**src/rtl/fpu_apu_arbiter.sv**
```systemverilog
// Round-robin arbiter sharing one fpu_alu APU port between N_REQ requesters.
// An in-order tag FIFO steers each response back to the requester that issued it.
module fpu_apu_arbiter #(
  parameter int N_REQ     = 2,
  parameter int MAX_OUTST = 4
) (
  input  logic                 clk_i,
  input  logic                 rst_ni,
  input  logic [N_REQ-1:0]     req_i,
  output logic [N_REQ-1:0]     gnt_o,
  input  logic [N_REQ*32-1:0]  op_a_i,
  input  logic [N_REQ*32-1:0]  op_b_i,
  input  logic [N_REQ*32-1:0]  op_c_i,
  input  logic [N_REQ*5-1:0]   op_code_i,
  input  logic [N_REQ*3-1:0]   rnd_mode_i,
  output logic [N_REQ-1:0]     rvalid_o,
  output logic [31:0]          rdata_o,
  output logic [4:0]           rflags_o,
  output logic                 apu_req_o,
  input  logic                 apu_gnt_i,
  output logic [31:0]          apu_operands_1_o,
  output logic [31:0]          apu_operands_2_o,
  output logic [31:0]          apu_operands_3_o,
  output logic [4:0]           apu_op_o,
  output logic [2:0]           fp_rnd_mode_o,
  input  logic                 apu_rvalid_i,
  input  logic [31:0]          apu_rdata_i,
  input  logic [4:0]           apu_rflags_i,
  output logic                 busy_o,
  output logic                 err_o
);

  localparam int IDX_W = (N_REQ > 1) ? $clog2(N_REQ) : 1;
  localparam int PTR_W = (MAX_OUTST > 1) ? $clog2(MAX_OUTST) : 1;
  localparam int CNT_W = $clog2(MAX_OUTST) + 1;

  logic [IDX_W-1:0] rr_ptr_q, sel_q, rr_win, winner, cand_idx, head;
  logic             lock_q, any_req, not_full, accept, pop, err_q;
  logic [IDX_W-1:0] tag_mem [MAX_OUTST];
  logic [PTR_W-1:0] wr_ptr_q, rd_ptr_q;
  logic [CNT_W-1:0] cnt_q;
  int               cand;

  // Scan from the highest offset down so the lowest offset from rr_ptr wins.
  always_comb begin
    rr_win   = rr_ptr_q;
    cand     = 0;
    cand_idx = '0;
    for (int i = N_REQ - 1; i >= 0; i--) begin
      cand     = (int'(rr_ptr_q) + i) % N_REQ;
      cand_idx = IDX_W'(cand);
      if (req_i[cand_idx]) rr_win = cand_idx;
    end
  end

  assign winner    = lock_q ? sel_q : rr_win;
  assign any_req   = |req_i;
  assign not_full  = cnt_q < CNT_W'(MAX_OUTST);
  assign apu_req_o = any_req && not_full;
  assign accept    = apu_req_o && apu_gnt_i;
  assign pop       = apu_rvalid_i && (cnt_q != '0);
  assign head      = tag_mem[rd_ptr_q];
  assign busy_o    = cnt_q != '0;
  assign err_o     = err_q;

  always_comb begin
    gnt_o            = '0;
    rvalid_o         = '0;
    rdata_o          = '0;
    rflags_o         = '0;
    apu_operands_1_o = '0;
    apu_operands_2_o = '0;
    apu_operands_3_o = '0;
    apu_op_o         = '0;
    fp_rnd_mode_o    = '0;
    if (any_req) begin
      for (int k = 0; k < N_REQ; k++) begin
        if (winner == IDX_W'(k)) begin
          apu_operands_1_o = op_a_i[32*k +: 32];
          apu_operands_2_o = op_b_i[32*k +: 32];
          apu_operands_3_o = op_c_i[32*k +: 32];
          apu_op_o         = op_code_i[5*k +: 5];
          fp_rnd_mode_o    = rnd_mode_i[3*k +: 3];
        end
      end
    end
    if (accept) gnt_o[winner] = 1'b1;
    if (pop) begin
      rvalid_o[head] = 1'b1;
      rdata_o        = apu_rdata_i;
      rflags_o       = apu_rflags_i;
    end
  end

  always_ff @(posedge clk_i) begin
    if (accept) tag_mem[wr_ptr_q] <= winner;
  end

  always_ff @(posedge clk_i or negedge rst_ni) begin
    if (!rst_ni) begin
      rr_ptr_q <= '0;
      sel_q    <= '0;
      lock_q   <= 1'b0;
      wr_ptr_q <= '0;
      rd_ptr_q <= '0;
      cnt_q    <= '0;
      err_q    <= 1'b0;
    end else begin
      if (accept) begin
        lock_q   <= 1'b0;
        rr_ptr_q <= (winner == IDX_W'(N_REQ - 1)) ? '0 : winner + 1'b1;
        wr_ptr_q <= wr_ptr_q + 1'b1;
      end else if (apu_req_o) begin
        // Freeze the selection while the ALU stalls so the payload stays stable.
        lock_q <= 1'b1;
        sel_q  <= winner;
      end
      if (pop) rd_ptr_q <= rd_ptr_q + 1'b1;
      if (apu_rvalid_i && (cnt_q == '0)) err_q <= 1'b1;
      case ({accept, pop})
        2'b10:   cnt_q <= cnt_q + 1'b1;
        2'b01:   cnt_q <= cnt_q - 1'b1;
        default: cnt_q <= cnt_q;
      endcase
    end
  end

endmodule

```
**config.mk**
```make
export PLATFORM = sky130hd
export DESIGN_NAME = fpu_apu_arbiter
export DESIGN_NICKNAME = d
export VERILOG_FILES = /design/src/rtl/fpu_apu_arbiter.sv
export SDC_FILE = /design/constraint.sdc
export NUM_CORES = 1
export LEC_CHECK = 0
export BUFFER_PORTS_ARGS = -buffer_cell sky130_fd_sc_hd__buf_2
export CAP_MARGIN = 25
export CORE_AREA = 2 2 157 159
export DETAILED_ROUTE_END_ITERATION = 10
export DIE_AREA = 0 0 159 161
export SYNTH_ARGS = -nofsm -noshare
export SYNTH_HDL_FRONTEND = slang
export SYNTH_SLANG_ARGS = --single-unit
```
**constraint.sdc**
```tcl
create_clock -name clk_i -period 2.04 [get_ports clk_i]
set_input_delay 0 -clock clk_i [delete_from_list [all_inputs] [get_ports clk_i]]
set_output_delay 0 -clock clk_i [all_outputs]
set_load 0.1 [all_outputs]
```
* Word-level counts from Yosys, hierarchy flattened
Memories as Yosys holds them, arrays and structs flattened. Index checks and enable logic that the tools add are counted.
Word-level totals: logic and storage cells 67, flip-flop bits (word level) 11, memories kept 1, RAM bits 4
Operators by class: equality and inequality tests 2, $add $sub $neg 6, reductions and logical operators 12, magnitude comparators 7, bitwise operators 1, muxes and demuxes 31
Memory list:
- tag_mem | depth 4, width 1, read ports 1, clocked after memory_dff 0, wr ports 1, line 39 | logic [IDX_W-1:0] tag_mem [MAX_OUTST];
Operators with widths (count):
- $mux 32 | 7
- $mux 5 | 3
- $mux 1 | 14
- $lt 1x2->1 const B | 4
- $logic_and 1x1->1 | 6
- $mux 3 | 2
- $pmux 3 s2 | 1
- $add 2x1->2 const B | 2
- $mux 2 | 2
- $reduce_bool 2->1 | 2
- $add 3x1->3 const B | 1
- $logic_not 3->1 | 1
- $lt 3x3->1 const B | 1
- $reduce_bool 3->1 | 1
- $sub 3x1->3 const B | 1
- $add 1x1->1 const B | 2
- $demux 1 s1 | 2
- $eq 2x1->1 const B | 1
- $eq 2x2->1 const B | 1
- $ge 1x1->1 const B | 2
- $reduce_and 2->1 | 1
- $reduce_or 2->1 | 1
- $not 1->1 | 1

* Longest topological paths before layout
Gate-level depths: netlist (run 1).
word-level depth 11, gate-level depth with buffers 10, depth with buffers taken out 9

* Worst setup path after synthesis (run 1)
Ideal clock, no wire load.
kind register to output, start point register rr_ptr_q, end point output port apu_operands_1_o[10], required time 2.040 ns, setup slack -0.648 ns, data arrival time 2.688 ns, cell stages (with the launch flop) 7, path buffers 3, path through dfrtp_1 a21oi_1 o31a_1 buf_2 buf_6 buf_6 mux2i_1
Between the ends: longest elaborated chain between the ends 8
Ends and longest elaborated chain:
- start, declared | line 37 | logic [IDX_W-1:0] rr_ptr_q, sel_q, rr_win, winner, cand_idx, head;
- start signal, assigned | line 111 | rr_ptr_q <= (winner == IDX_W'(N_REQ - 1)) ? '0 : winner + 1'b1;
- $add 1x1->1 | line 50 | cand = (int'(rr_ptr_q) + i) % N_REQ;
- $mux 1 (implied by the code) (2 in series) | line 52 | if (req_i[cand_idx]) rr_win = cand_idx;
- $mux 1 | line 52
- $mux 1 * | line 52
- $mux 1 * | line 56 | assign winner = lock_q ? sel_q : rr_win;
- $mux 32 * | line 78 | if (winner == IDX_W'(k)) begin
- $mux 32 * | line 76 | if (any_req) begin
- end, declared | line 21 | output logic [31:0] apu_operands_1_o,
Every way passes the cells marked *; elsewhere a longest branch is shown, timed or not. The select of a mux whose other input is x is not followed.

* Worst setup path after layout (run 1)
start point register rr_ptr_q, end point output port apu_operands_2_o[27]
Between the ends: longest elaborated chain between the ends 8
Ends and longest elaborated chain:
- $add 1x1->1 | line 50
- $mux 1 (implied by the code) (2 in series) | line 52
- $mux 1 | line 52
- $mux 1 * | line 52
- $mux 1 * | line 56
- $mux 32 * | line 78
- $mux 32 * | line 76
- end, declared | line 22 | output logic [31:0] apu_operands_2_o,
Marks and branches as above.

==> impl_metrics.xml, run 1 <==
<?xml version="1.0" encoding="UTF-8"?>
<metrics>
  <group name="clock_network">
    <metric name="cts.sinks" unit="">15</metric>
    <metric name="clockRootBuffer" unit="">sky130_fd_sc_hd__clkbuf_16</metric>
    <metric name="cts-htree-levels" unit="">1</metric>
    <metric name="insertion_delay" unit="ns">0.24</metric>
    <metric name="clk_path_buf_depth" unit="">2</metric>
    <metric name="cts_tree" unit="">built</metric>
    <metric name="cts-buffers-inserted" unit="">3</metric>
    <metric name="clock_transition_time_at_the_flip_flop_clock_pins_of_the_worst_setup_and_hold_paths" unit="ns">0.05</metric>
  </group>
  <group name="critical_path">
    <metric name="critical_path_arrival" unit="ns">1.98</metric>
    <metric name="setup.worst_path.class" unit="">reg -&gt; out</metric>
    <metric name="worstPathMaxFanout" unit="">18</metric>
    <metric name="start_kind" unit="">register</metric>
    <metric name="crit_required" unit="ns">2.04</metric>
    <metric name="rrSetupSlack" unit="ns">0.14</metric>
    <metric name="critical_path.endpoint_type" unit="">output pin</metric>
  </group>
  <group name="finish">
    <metric name="post_route_cells_drive_above_1_share" unit="%">55.82</metric>
    <metric name="nets" unit="">1100</metric>
    <metric name="stdcell_count" unit="">1167</metric>
    <metric name="area_growth" unit="%">147.2</metric>
  </group>
  <group name="route">
    <metric name="detail-route-antenna-nets" unit="">0</metric>
    <metric name="post_drt_via_cell_ratio" unit="">3.821</metric>
    <metric name="dr.first_iter.drc_count" unit="">158</metric>
    <metric name="wire_per_inst" unit="µm">12.54</metric>
    <metric name="num_vias" unit="">4459</metric>
    <metric name="detail_route.drc_violations" unit="">0</metric>
    <metric name="routed_wirelength" unit="µm">14640</metric>
    <metric name="drt_pre_antenna_iters" unit="">4</metric>
  </group>
  <group name="synthesis">
    <metric name="postSynthCellCount" unit="">456</metric>
    <metric name="ys_seq_elements" unit="">15</metric>
    <metric name="syn_nets" unit="">713</metric>
    <metric name="syn-cell-area" unit="µm²">3022</metric>
    <metric name="synth.yosys.seq_area_share" unit="%">13.08</metric>
    <metric name="synth_edf_count" unit="">4</metric>
    <metric name="netlist_top_cells_count" unit="">sky130_fd_sc_hd__nand2_1, sky130_fd_sc_hd__mux2i_1, sky130_fd_sc_hd__and3_1</metric>
    <metric name="yosys.cell_count.top_type" unit="">sky130_fd_sc_hd__nand2_1</metric>
    <metric name="synthTopCellsByArea" unit="">sky130_fd_sc_hd__mux2i_1, sky130_fd_sc_hd__nand2_1, sky130_fd_sc_hd__dfrtp_1</metric>
    <metric name="synth.largest_area_cell" unit="">sky130_fd_sc_hd__mux2i_1</metric>
    <metric name="async_flop_share" unit="%">73.33</metric>
    <metric name="syn_avg_cell_area" unit="µm²">6.626</metric>
    <metric name="yosys_warnings" unit="">0</metric>
    <metric name="synth_top_flop_cell" unit="">sky130_fd_sc_hd__dfrtp_1</metric>
    <metric name="yosysTopAreaCellShare" unit="%">34.78</metric>
    <metric name="netlist-cell-type-count" unit="">28</metric>
  </group>
  <group name="timing">
    <metric name="count_of_final_setup_violators" unit="">0</metric>
    <metric name="setup-tns-final" unit="ns">0</metric>
    <metric name="setup_repair_after_global_routing_missed_its_margin" unit="">yes</metric>
    <metric name="worst_setup_skew_after_layout" unit="ns">0.002792</metric>
    <metric name="layout_min_cycle_time" unit="ns">1.980</metric>
    <metric name="worst_slew_margin_rel" unit="%">47.22</metric>
    <metric name="finalCritPeriodShare" unit="%">97.06</metric>
    <metric name="report.final.slew_viol_count" unit="">0</metric>
    <metric name="maxClockFrequency" unit="MHz">505.0</metric>
    <metric name="worst_tran_pin_value" unit="ns">0.7917</metric>
    <metric name="finalWorstSetupSlack" unit="ns">0.05990</metric>
    <metric name="timing.final.hold_violations" unit="">0</metric>
  </group>
  <group name="placed_design">
    <metric name="detailedPlace.worstSlack" unit="ns">0.1135</metric>
    <metric name="gp_congestion" unit="">0.7965</metric>
    <metric name="number_of_cells_after_detailed_placement" unit="">1158</metric>
    <metric name="io_buffers" unit="">398</metric>
    <metric name="place_hpwl" unit="µm">12270</metric>
  </group>
  <group name="global_route">
    <metric name="antenna_found_initial" unit="">2</metric>
    <metric name="grt_start_max_net_pins" unit="">125</metric>
    <metric name="first_pass_grt_wire_length" unit="µm">21740</metric>
    <metric name="grt_pass1_vias" unit="">4460</metric>
    <metric name="grtUsageTotal" unit="%">10.23</metric>
    <metric name="grt.overflow.total" unit="">0</metric>
  </group>
  <group name="run">
    <metric name="maxCapViolations" unit="">0</metric>
  </group>
  <group name="die">
    <metric name="die_width" unit="µm">159</metric>
    <metric name="coreArea" unit="µm²">23960</metric>
    <metric name="chipHeight" unit="µm">161</metric>
    <metric name="floorplan.initialDensity" unit="%">12.61</metric>
    <metric name="placementRows" unit="">57</metric>
    <metric name="ports" unit="">399</metric>
    <metric name="die_area" unit="µm²">25600</metric>
  </group>
  <group name="run_status">
    <metric name="status" unit="">complete, no violations</metric>
  </group>
  <group name="worst_hold_path">
    <metric name="hp-class" unit="">in -&gt; reg</metric>
  </group>
</metrics>
==> registers in the layout, summed over array words and instances, names as in the netlist <==
signal    count
cnt_q         3
err_o         1
lock_q        1
rd_ptr_q      2
rr_ptr_q      1
sel_q         1
tag_mem       4
wr_ptr_q      2
==> timing repair <==
action	CTS	global route
hold endpoints to repair	11	0
cloned	0	1
buffers inserted	1	1
hold buffers	1	0
pin swaps	1	1
gates resized for setup	3	3
setup endpoints to repair	38	7
==> cell type report <==
class,count,area [µm²]
fillers,2526,16490
diodes,1,2.502
repair buffers,426,3856
clock inverters,1,5.005
flip-flops and latches,15,395.4
multi-input cells,388,2695
well taps,324,405.4
inverters,9,33.78
clock buffers,3,75.07
==> per-layer routing <==
metal,wire [µm],up-vias,track usage [%]
met3,1229,8,2.542
li1,-,2266,-
met4,72,0,1.033
met5,0,-,0
met2,8144,227,21.25
met1,5190,1958,10.52
==> logic make-up (layout without fill, tap and decap cells) <==
kind of cell	Yosys count	in the layout	share of synthesized area [%]
AO/OA/AOI/OAI	6	6	1.325
XOR/XNOR	6	6	1.739
adder cells (fa/ha/maj)	6	6	2.733
buffers and inverters	53	439	8.323
flip-flops	15	15	13.08
multiplexers	108	108	36.27
other	0	1	0
AND/OR/NAND/NOR	262	262	36.52
==> cells in the final DEF, fill, tap and decap left out, drive strengths merged <==
master / synthesis / final
ha: 5 / 5
xor2: 3 / 3
or3: 1 / 1
a31oi: 1 / 1
xnor2: 3 / 3
inv: 9 / 9
dlygate4sd3: 0 / 1
and2: 1 / 1
or2: 1 / 1
clkinv: 0 / 1
and3: 42 / 42
a21oi: 2 / 2
buf: 25 / 424
nor2: 4 / 4
diode: 0 / 1
mux2i: 105 / 105
nand2: 211 / 211
o21bai: 1 / 1
clkbuf: 19 / 4
nor2b: 2 / 2
mux2: 2 / 2
edfxtp: 4 / 4
o21a: 1 / 1
o31a: 1 / 1
dfrtp: 11 / 11
mux4: 1 / 1
fa: 1 / 1
==> critical path, cell delays in order, from the launching register on <==
cell and delay, ns:
sky130_fd_sc_hd__dfrtp_1 0.38, sky130_fd_sc_hd__a21oi_1 0.13, sky130_fd_sc_hd__o31a_2 0.24, sky130_fd_sc_hd__buf_12 0.22
sky130_fd_sc_hd__buf_12 0.19, sky130_fd_sc_hd__mux2i_1 0.33, sky130_fd_sc_hd__buf_12 0.22
==> path summary, 6_finish.rpt <==
kind | startpoint | end | cells after the start
hold / removal | apu_gnt_i | sel_q | 3
setup reg to reg | cnt_q[2] | cnt_q[2] | 8
hold reg to reg | err_o | err_o | 1
setup / recovery | rr_ptr_q | apu_operands_2_o[27] | 6
min in group asynchronous | rst_ni | cnt_q[0] | 2
max in group asynchronous | rst_ni | lock_q | 2
==> through the flow <==
stage               hold slack, ns  area [µm²]  utilization (%)
finish                     0.08619        7468            31.17
global placement           -0.1192        7305            30.48
global route                0.1094        7468            31.17
detailed placement         -0.1170        7305            30.48
floorplan                  -0.2956        3311                -
CTS                        0.08350        7413            30.94
Power of run 1 is not shown: default switching activity piles up to over one toggle a cycle in this logic, so the estimate is an artifact.
==> run 2: changes to the inputs <==
--- a/config.mk
+++ b/config.mk
@@ -10,6 +10,7 @@
 export CORE_AREA = 2 2 157 159
 export DETAILED_ROUTE_END_ITERATION = 10
 export DIE_AREA = 0 0 159 161
+export RECOVER_POWER = 100
 export SYNTH_ARGS = -nofsm -noshare
 export SYNTH_HDL_FRONTEND = slang
 export SYNTH_SLANG_ARGS = --single-unit
==> run 2 against run 1 <==
Compared with the run above: die area unchanged; sequential share of layout area about the same; wire length about the same; cell count unchanged; largest cell class unchanged; critical endpoint unchanged; final area decreased by 0.54%; hold slack about the same.
==> impl_metrics.xml, run 2 (synthesis gave the netlist of run 1 again) <==
<?xml version="1.0" encoding="UTF-8"?>
<metrics>
  <group name="route">
    <metric name="detail_route.drc_violations" unit="">0</metric>
    <metric name="wire_per_inst" unit="µm">12.55</metric>
    <metric name="num_vias" unit="">4463</metric>
    <metric name="routed_wirelength" unit="µm">14650</metric>
    <metric name="detail-route-antenna-nets" unit="">0</metric>
    <metric name="post_drt_via_cell_ratio" unit="">3.824</metric>
    <metric name="drt_pre_antenna_iters" unit="">4</metric>
    <metric name="dr.first_iter.drc_count" unit="">159</metric>
  </group>
  <group name="critical_path">
    <metric name="crit_start" unit="">rr_ptr_q</metric>
    <metric name="cp_cell_sequence" unit="">a21oi_1, o31a_2, buf_12, buf_12, mux2i_1, buf_12</metric>
    <metric name="start_kind" unit="">register</metric>
    <metric name="worstPathMaxFanout" unit="">18</metric>
    <metric name="crit_required" unit="ns">2.04</metric>
    <metric name="critical_register_to_register_path_endpoint" unit="">cnt_q[2]</metric>
    <metric name="critical_path.endpoint_type" unit="">output pin</metric>
    <metric name="rr_worst_depth" unit="">8</metric>
    <metric name="critical_path.n_buffers_inverters" unit="">3</metric>
    <metric name="setup.worst_path.class" unit="">reg -&gt; out</metric>
    <metric name="rrSetupSlack" unit="ns">0.14</metric>
    <metric name="maximum_cell_stage_delay_along_the_critical_path" unit="ns">0.38</metric>
    <metric name="r2r-start" unit="">cnt_q[2]</metric>
    <metric name="critical_path_arrival" unit="ns">1.98</metric>
    <metric name="path_common_cell" unit="">sky130_fd_sc_hd__buf_12</metric>
    <metric name="critical_path.top_delay_family" unit="">buffers and inverters</metric>
    <metric name="cp_slowest_cell" unit="">sky130_fd_sc_hd__dfrtp_1</metric>
  </group>
  <group name="placed_design">
    <metric name="io_buffers" unit="">398</metric>
    <metric name="place_hpwl" unit="µm">12270</metric>
    <metric name="gp_congestion" unit="">0.7965</metric>
    <metric name="placed_cell_area" unit="µm²">7305</metric>
  </group>
  <group name="global_route">
    <metric name="grtUsageTotal" unit="%">10.23</metric>
    <metric name="grt_pass1_vias" unit="">4460</metric>
    <metric name="first_pass_grt_wire_length" unit="µm">21740</metric>
    <metric name="grt_start_max_net_pins" unit="">125</metric>
    <metric name="grt.overflow.total" unit="">0</metric>
    <metric name="antenna_found_initial" unit="">2</metric>
  </group>
  <group name="clock_network">
    <metric name="clock_transition_time_at_the_flip_flop_clock_pins_of_the_worst_setup_and_hold_paths" unit="ns">0.05</metric>
    <metric name="cts-htree-levels" unit="">1</metric>
    <metric name="cts_tree" unit="">built</metric>
    <metric name="cts-buffers-inserted" unit="">3</metric>
    <metric name="insertion_delay" unit="ns">0.24</metric>
    <metric name="clockRootBuffer" unit="">sky130_fd_sc_hd__clkbuf_16</metric>
    <metric name="cts.sinks" unit="">15</metric>
    <metric name="clk_path_buf_depth" unit="">2</metric>
  </group>
  <group name="finish">
    <metric name="max_reg_flops" unit="">4</metric>
    <metric name="post-route-cell-area" unit="µm²">7428</metric>
    <metric name="regMostFlops" unit="">tag_mem</metric>
    <metric name="postLayoutCoreUtil" unit="%">31.00</metric>
    <metric name="nets" unit="">1100</metric>
    <metric name="layout.cells.most_common_list" unit="">sky130_fd_sc_hd__buf_2, sky130_fd_sc_hd__nand2_1, sky130_fd_sc_hd__buf_12</metric>
    <metric name="regs_by_ff_count" unit="">tag_mem (4), cnt_q (3)</metric>
    <metric name="most_common_library_cell_in_the_layout_ignoring_fill_and_taps" unit="">sky130_fd_sc_hd__buf_2</metric>
    <metric name="final.fill_count" unit="">2532</metric>
    <metric name="post_route_cells_drive_above_1_share" unit="%">55.34</metric>
    <metric name="area_growth" unit="%">145.8</metric>
  </group>
  <group name="timing">
    <metric name="report.final.slew_viol_count" unit="">0</metric>
    <metric name="worst_tran_pin_value" unit="ns">1.189</metric>
    <metric name="setup_repair_after_global_routing_missed_its_margin" unit="">yes</metric>
    <metric name="count_of_final_setup_violators" unit="">0</metric>
    <metric name="maxClockFrequency" unit="MHz">505.0</metric>
    <metric name="timing.final.hold_violations" unit="">0</metric>
    <metric name="layout_min_cycle_time" unit="ns">1.980</metric>
    <metric name="worst_setup_skew_after_layout" unit="ns">0.002792</metric>
    <metric name="finalCritPeriodShare" unit="%">97.06</metric>
    <metric name="worst_slew_margin_rel" unit="%">21.05</metric>
  </group>
  <group name="run">
    <metric name="maxCapViolations" unit="">0</metric>
  </group>
  <group name="worst_hold_path">
    <metric name="timing.hold.worst_path_depth" unit="">3</metric>
    <metric name="hold_path_end" unit="">sel_q</metric>
    <metric name="hp-class" unit="">in -&gt; reg</metric>
    <metric name="min_from" unit="">apu_gnt_i</metric>
  </group>
  <group name="die">
    <metric name="coreArea" unit="µm²">23960</metric>
    <metric name="ports" unit="">399</metric>
    <metric name="floorplan.initialDensity" unit="%">12.61</metric>
    <metric name="die_width" unit="µm">159</metric>
    <metric name="chipHeight" unit="µm">161</metric>
    <metric name="die_area" unit="µm²">25600</metric>
    <metric name="placementRows" unit="">57</metric>
  </group>
  <group name="run_status">
    <metric name="status" unit="">complete, no violations</metric>
  </group>
</metrics>
==> run 2: changes by cell type in the layout (fill, tap and decap cells not counted) <==
| cell | previous run | this run |
|---|---|---|
| sky130_fd_sc_hd__clkbuf_2 | 0 | 2 |
| sky130_fd_sc_hd__buf_2 | 295 | 293 |
| sky130_fd_sc_hd__buf_12 | 110 | 108 |
| sky130_fd_sc_hd__buf_4 | 19 | 17 |
| sky130_fd_sc_hd__clkbuf_1 | 0 | 4 |
==> run 2: metal layers <==
| layer | share of wire [%] | routed length, µm | up-vias | track usage, % |
|---|---|---|---|---|
| li1 | - | - | 2266 | - |
| met1 | 36 | 5212 | 1960 | 10.52 |
| met2 | 56 | 8144 | 227 | 21.25 |
| met3 | 8.3 | 1216 | 10 | 2.542 |
| met4 | 0.50 | 73 | 0 | 1.033 |
| met5 | 0 | 0 | - | 0 |
==> run 2: worst max path at each step <==
stage | slack (ns) | to | cells after the start
4_1_cts | 0.05 | apu_operands_2_o[6] | 6
5_1_grt | -0.02 | apu_operands_2_o[27] | 6
3_5_place_dp | 0.11 | cnt_q[2] | 8
3_3_place_gp | 0.13 | cnt_q[2] | 8
2_1_floorplan | -0.62 | apu_op_o[2] | 5
6_report | 0.06 | apu_operands_2_o[27] | 6
==> run 2: tightest hold or removal path: stages <==
cell and delay, ns:
sky130_fd_sc_hd__buf_2 0.14, sky130_fd_sc_hd__inv_1 0.07, sky130_fd_sc_hd__a31oi_1 0.07
==> run 2: stage by stage <==
step                      std cells  worst slack (ns)  hold WS [ns]  TNS [ns]
after global routing           1167          -0.02482        0.1094   -0.1306
after global placement         1158            0.1269       -0.1192         0
after CTS                      1164           0.04816       0.08350         0
after detailed placement       1158            0.1135       -0.1170         0
after floorplan                 456           -0.6160       -0.2956    -47.32
final                          1167           0.05990       0.08624         0
==> run 2: area by class of cell <==
cell class / instances / area (µm²) / area share, %
flip-flops and latches: 15 / 395.4 / 5.323
multi-input cells: 388 / 2695 / 36.28
clock inverters: 1 / 5.005 / 0.06737
diodes: 1 / 2.502 / 0.03369
inverters: 9 / 33.78 / 0.4548
repair buffers: 426 / 3816 / 51.37
well taps: 324 / 405.4 / 5.457
clock buffers: 3 / 75.07 / 1.011
==> run 2: repair_timing <==
item / 4_1_cts / 5_1_grt
buffers inserted: 1 / 1
hold buffers: 1 / 0
gates cloned: 0 / 1
gates resized for setup: 3 / 3
pin swaps: 1 / 1
endpoints found under the setup margin: 38 / 7
hold endpoints to repair: 11 / 0
Power of run 2 is left out for the same reason.
